==> src/rtl/bcd_pkg.sv <==
// Shared definitions for the serial BCD-to-binary converter.
// The FSM state type and the decimal constants live here.
package bcd_pkg;

    typedef logic [0:0] state_t;

    localparam state_t ACCUM = 1'b0;
    localparam state_t DONE  = 1'b1;

    localparam logic [3:0] BCD_MAX = 4'd9;
    localparam int         RADIX   = 10;

endpackage

==> src/rtl/bcd_mac10.sv <==
// Combinational multiply-by-ten-and-add stage for the BCD accumulator.
// The result wraps modulo 2^OUT_W; there is no saturation.
module bcd_mac10
    import bcd_pkg::*;
#(
    parameter int OUT_W = 7
) (
    input  logic [OUT_W-1:0] acc,
    input  logic [3:0]       digit,
    output logic [OUT_W-1:0] result
);

    // acc*10 built from two shifts so no multiplier is inferred
    assign result = (acc << 3) + (acc << 1) + OUT_W'(digit);

endmodule

==> src/rtl/bcd2bin_serial.sv <==
// Serial BCD-to-binary converter: NDIG digits in (MSD first), one binary result out.
// Define BCD2BIN_ERR_CHK_EN to flag digits above 9 on the err output.
module bcd2bin_serial
    import bcd_pkg::*;
#(
    parameter int NDIG  = 2,
    parameter int OUT_W = 7
) (
    input  logic             clk,
    input  logic             rst,
    input  logic [3:0]       din,
    input  logic             din_valid,
    output logic             din_ready,
    output logic [OUT_W-1:0] dout,
    output logic             dout_valid,
    input  logic             dout_ready,
    output logic             err
);

    localparam int                CNT_W = $clog2(NDIG + 1);
    localparam logic [CNT_W-1:0]  LAST  = CNT_W'(NDIG - 1);

    state_t           state;
    logic [OUT_W-1:0] acc;
    logic [OUT_W-1:0] acc_next;
    logic [CNT_W-1:0] cnt;
    logic             accept;
    logic             consume;

    assign din_ready  = (state == ACCUM);
    assign dout_valid = (state == DONE);
    assign accept     = din_valid & din_ready;
    assign consume    = dout_valid & dout_ready;
    assign dout       = acc;

    bcd_mac10 #(.OUT_W(OUT_W)) u_mac (
        .acc    (acc),
        .digit  (din),
        .result (acc_next)
    );

    // The accumulator doubles as the output register while in DONE
    always_ff @(posedge clk) begin
        if (rst) begin
            state <= ACCUM;
            acc   <= '0;
            cnt   <= '0;
        end else if (consume) begin
            state <= ACCUM;
            acc   <= '0;
            cnt   <= '0;
        end else if (accept) begin
            acc <= acc_next;
            cnt <= cnt + CNT_W'(1);
            if (cnt == LAST) begin
                state <= DONE;
            end
        end
    end

`ifdef BCD2BIN_ERR_CHK_EN
    logic err_q;

    // Sticky until the result carrying the bad digit is consumed
    always_ff @(posedge clk) begin
        if (rst) begin
            err_q <= 1'b0;
        end else if (consume) begin
            err_q <= 1'b0;
        end else if (accept && (din > BCD_MAX)) begin
            err_q <= 1'b1;
        end
    end

    assign err = err_q;
`else
    assign err = 1'b0;
`endif

endmodule

==> config.mk <==
export PLATFORM = sky130hd
export DESIGN_NAME = bcd2bin_serial
export DESIGN_NICKNAME = d
export VERILOG_FILES = /design/src/rtl/bcd_pkg.sv /design/src/rtl/bcd_mac10.sv /design/src/rtl/bcd2bin_serial.sv
export SDC_FILE = /design/constraint.sdc
export NUM_CORES = 1
export LEC_CHECK = 0
export BUFFER_PORTS_ARGS = -buffer_cell sky130_fd_sc_hd__buf_2
export CORE_MARGIN = 5
export CORE_UTILIZATION = 55
export CTS_CLUSTER_DIAMETER = 120
export DETAILED_ROUTE_END_ITERATION = 8
export MAX_ROUTING_LAYER = met4
export PLACE_DENSITY = 0.88
export RECOVER_POWER = 100
export SLEW_MARGIN = 10
export SYNTH_ARGS = -nofsm -noshare
export SYNTH_HDL_FRONTEND = slang
export SYNTH_HIERARCHICAL = 1
export SYNTH_SLANG_ARGS = --single-unit
==> constraint.sdc <==
create_clock -name clk -period 4.6 [get_ports clk]
set_clock_uncertainty 0.05 [all_clocks]
set_input_delay 0.92 -clock clk [delete_from_list [all_inputs] [get_ports clk]]
set_output_delay 0.92 -clock clk [all_outputs]
set_load 0.1 [all_outputs]
# ---- Word-level counts from Yosys, hierarchy flattened
# Cells that the tools add are included.
dict set report totals {
  regBits 10
  in_bits 8
}
dict set report classes {
  add_sub_neg 3
  n_eq_ne 1
  bitwise_logic 3
  reduce_logical 2
}
# operator count
set ops {}
lappend ops {{$add A7 B4 Y7} 1}
lappend ops {{$add A7 B7 Y7} 1}
lappend ops {{$add A2 B1 Y2 const B} 1}
lappend ops {{$and A1 B1 Y1} 2}
lappend ops {{$eq A2 B1 Y1 const B} 1}
lappend ops {{$reduce_and A2 Y1} 1}
lappend ops {{$reduce_or A2 Y1} 1}
lappend ops {{$not A1 Y1} 1}

# ---- Longest topological paths before layout
dict set report depth {
  ltp_word 3
  mapped_depth 10
  depth_no_buf 10
}

# ---- Modules after synthesis
# Netlist, hierarchy kept.
# module n_inst cells_each area_per_inst_um2 seq_area_each_um2
set modules_own_cells {}
lappend modules_own_cells {bcd2bin_serial 1 51 495.5 200.2}
lappend modules_own_cells {bcd_mac10 1 29 254.0 0.0}

# ---- Least setup slack after synthesis
# Ideal clock, no wire load.
dict set report synth_timing {
  kind {register to register}
  start {register acc[0], in the netlist dout[0]}
  end {register acc[5], in the netlist dout[5]}
  setup_time_ns 0.132
  arrival_ns 2.844
  required_ns 4.418
  path_slack_ns 1.574
  path_stages_with_launch 11
  path_buffers 0
  synth_period_minus_slack_ns 3.026
  path_cell_list {dfxtp_1 inv_1 fa_1 inv_1 ha_1 a21o_1 a21oi_1 xnor2_1 mux2_2 nand2_1 a21oi_1}
}
dict set report synth_between {
  elab_chain_cells 2
}
# item line_no
set synth_rtl {}
lappend synth_rtl {{start: declaration} bcd2bin_serial.sv:24} ;# logic [OUT_W-1:0] acc;
lappend synth_rtl {{start signal: assignment} bcd2bin_serial.sv:53} ;# acc <= acc_next;
lappend synth_rtl {{$add A7 B7 Y7} bcd_mac10.sv:14} ;# assign result = (acc << 3) + (acc << 1) + OUT_W'(digit);
lappend synth_rtl {{$add A7 B4 Y7} bcd_mac10.sv:14}
lappend synth_rtl {{via acc_next[5]} bcd2bin_serial.sv:25} ;# logic [OUT_W-1:0] acc_next;
# The timed path passes the listed nets, and every way through them passes these cells.
# A chain may end at the register's enable or synchronous reset.

# ---- Worst setup path in the final report
dict set report layout_timing {
  start {register state, in the netlist dout_valid}
  end {output din_ready}
}
dict set report layout_between {
  elab_chain_cells 1
}
# item line_no
set layout_rtl {}
lappend layout_rtl {{start: declaration} bcd2bin_serial.sv:23} ;# state_t state;
lappend layout_rtl {{start signal: assignment} bcd2bin_serial.sv:45} ;# state <= ACCUM;
lappend layout_rtl {{start signal: assignment} bcd2bin_serial.sv:49} ;# state <= ACCUM;
lappend layout_rtl {{start signal: assignment} bcd2bin_serial.sv:56} ;# state <= DONE;
lappend layout_rtl {{$not A1 Y1} bcd2bin_serial.sv:30} ;# assign din_ready = (state == ACCUM);
lappend layout_rtl {{end: declaration} bcd2bin_serial.sv:13} ;# output logic din_ready,
# Every way passes these cells.

==> flow_summary.ini <==
[synthesis]
synth_top_flop_cell = dfxtp_1
syn_inst = 80
synth_fp_nets = 99
avgSynthCellArea_um2 = 9.37
ys_seq_elements = 10
yosysSeqAreaShare_pct = 26.7
synth_area_leader_cell = dfxtp_1
ys_warn_count = 6
synth.top_cells.by_count = inv_1, dfxtp_1, ha_1
yosys-top-cells-area = dfxtp_1, ha_1, mux2_2
yosysTopAreaCellShare_pct = 26.7
synth_edf_count = 0
ys_types = 21
synth.most_common_cell = inv_1
synth_area_um2 = 749
synthArstFlopShare_pct = 0

[timing]
whs_ns = 0.468
setup_viol = 0
fin_crit_sh_pct = 60.6
worst_pin_slew_ns = 1.17
drv_slew = 0
rsz0062_at_grt = no
finalCriticalPeriod_ns = 2.79
finalSetupTns_ns = 0
hold_viol_final = 0
slew_headroom_pct = 22.7
fin_ws_ns = 1.81
fmax_mhz = 359

[cells_and_area]
finalNonFillerCells = 109
area_delta_synth_final_pct = 7.51
nNetsFinal = 115
design_area_um2 = 806
final_util_pct = 61.9
diodes = 0
drive_gt1_share_pct = 16.0
fill_cells = 132

[clocking]
clkTransAtPathRegs_ns = 0.06
clk_path_buf_depth = 2
cts_tree = built
cts_resized = 0
htreeDepth = 1
cts-root-buf = clkbuf_4
cts_setup_buffers = 0
clock-sinks = 10
cts_made_buffers = 3
clock_latency_ns = 0.27
postCtsHoldBufs = 0

[die]
rows = 13
fp.coreArea_um2 = 1300
start_util_pct = 57.6
ios = 18
die_area_um2 = 2200
die_h_um = 46.9
fp.dieW_um = 46.9

[detailed_routing]
via_per_inst = 5.29
first_pass_iters = 2
drc = 0
vias = 577
wire_per_inst_um = 13.5
drtIter0Drc = 3
wl_um = 1470
ant_nets = 0

[worst_setup_path]
cp-end-kind = primary output
crit_required_ns = 3.63
startpoint = dout_valid
worstSetupPathType = reg2out
rr_startpoint = dout[0]
cp_max_fo = 9
critPathLaunchType = flop
worstPathArrival_ns = 1.82

[pwr]
sw_frac_of_total_pct = 45.5
pwr-share-seq_pct = 34.4
clkPwrFrac_pct = 19.6
p_int_uw = 168
net-switching-power_uw = 140
p_leak_nw = 0.383
finalPower_uw = 308
ir_drop_v = 0.000258
combPwrFrac_pct = 46.0
p_per_area_nw_per_um2 = 382

[global_route]
grt_pass1_vias = 608
grt_start_max_net_pins = 11
antenna_found_initial = 0
grt_usage_pct = 17.9
grt_remaining_overflow = 0
grt_pass1_wl_um = 2560

[min_path]
min-delay-start = dout[6]
hold_path_class = reg2reg

[placement]
placed_cell_area_um2 = 807
pre_cts_ws_ns = 1.69
place.gp.congestion = 0.763
post-dp-hpwl_um = 1170
numPortBuffers = 16
dp_cells = 106

[outcome]
status = complete, no violations

[run]
drv_cap = 0
[power by group through the flow]
stage	Sequential, mW	Clock (mW)	Combinational (mW)
finish	0.106	0.0604	0.141
floorplan	0.160	0	0.0722
global route	0.107	0.0678	0.154
CTS	0.106	0.0629	0.147
global placement	0.107	0	0.141
detailed placement	0.108	0	0.146
[worst paths after layout]
check | depth (start not counted) | endpoint | slack [ns]
max | 2 | din_ready | 1.81
min | 2 | dout[6] | 0.47
max reg2reg | 10 | dout[5] | 2.16
min reg2reg | 2 | dout[6] | 0.47
[critical path, cell delays in order, from the launching register on]
cell	delay [ns]
dfxtp_1	0.41
inv_1	0.24
clkbuf_1	0.89
[logic make-up (layout without fill, tap and decap cells)]
family	after synthesis	after routing	synth area share, %
XOR/XNOR	5	5	5.84
buffers and inverters	17	31	11.5
multiplexers	7	7	11.9
adder cells (fa/ha/maj)	11	11	20.4
AO/OA/AOI/OAI	13	13	11.4
AND/OR/NAND/NOR	16	16	11.9
other	1	1	0.500
flip-flops	10	10	26.7
[cell usage in the layout, fill, tap and decap left out, drive strengths merged]
cell type and n:
clkbuf 13, inv 12, dfxtp 10, ha 9
a21oi 7, buf 6, mux2 5, nand2 5
nand3b 5, nor2 5, xnor2 5, a22oi 3
a21o 2, fa 2, mux2i 2, nor2b 1
a2bb2oi 1, conb 1
[routing by layer]
| layer | GRT usage, % | wire (um) | vias up |
|---|---|---|---|
| met1 | 19.1 | 566 | 260 |
| li1 | - | - | 291 |
| met3 | 6.51 | 125 | 7 |
| met2 | 28.2 | 736 | 19 |
| met4 | 10.5 | 40 | 0 |
| met5 | - | 0 | - |
[registers in the layout (all words and copies together), names as in the netlist]
name	cells
dout_valid	1
dout	7
cnt	2
[final cells by class]
cell class                      count  area, um2  area share, %
Multi-Input combinational cell     53        452           56.1
Inverter                           12       45.0           5.59
Clock buffer                        3       22.5           2.80
Tap cell                           15       18.8           2.33
Timing Repair Buffer               16       67.6           8.39
Sequential cell                    10        200           24.8
Power figures use the tool's default switching activity.
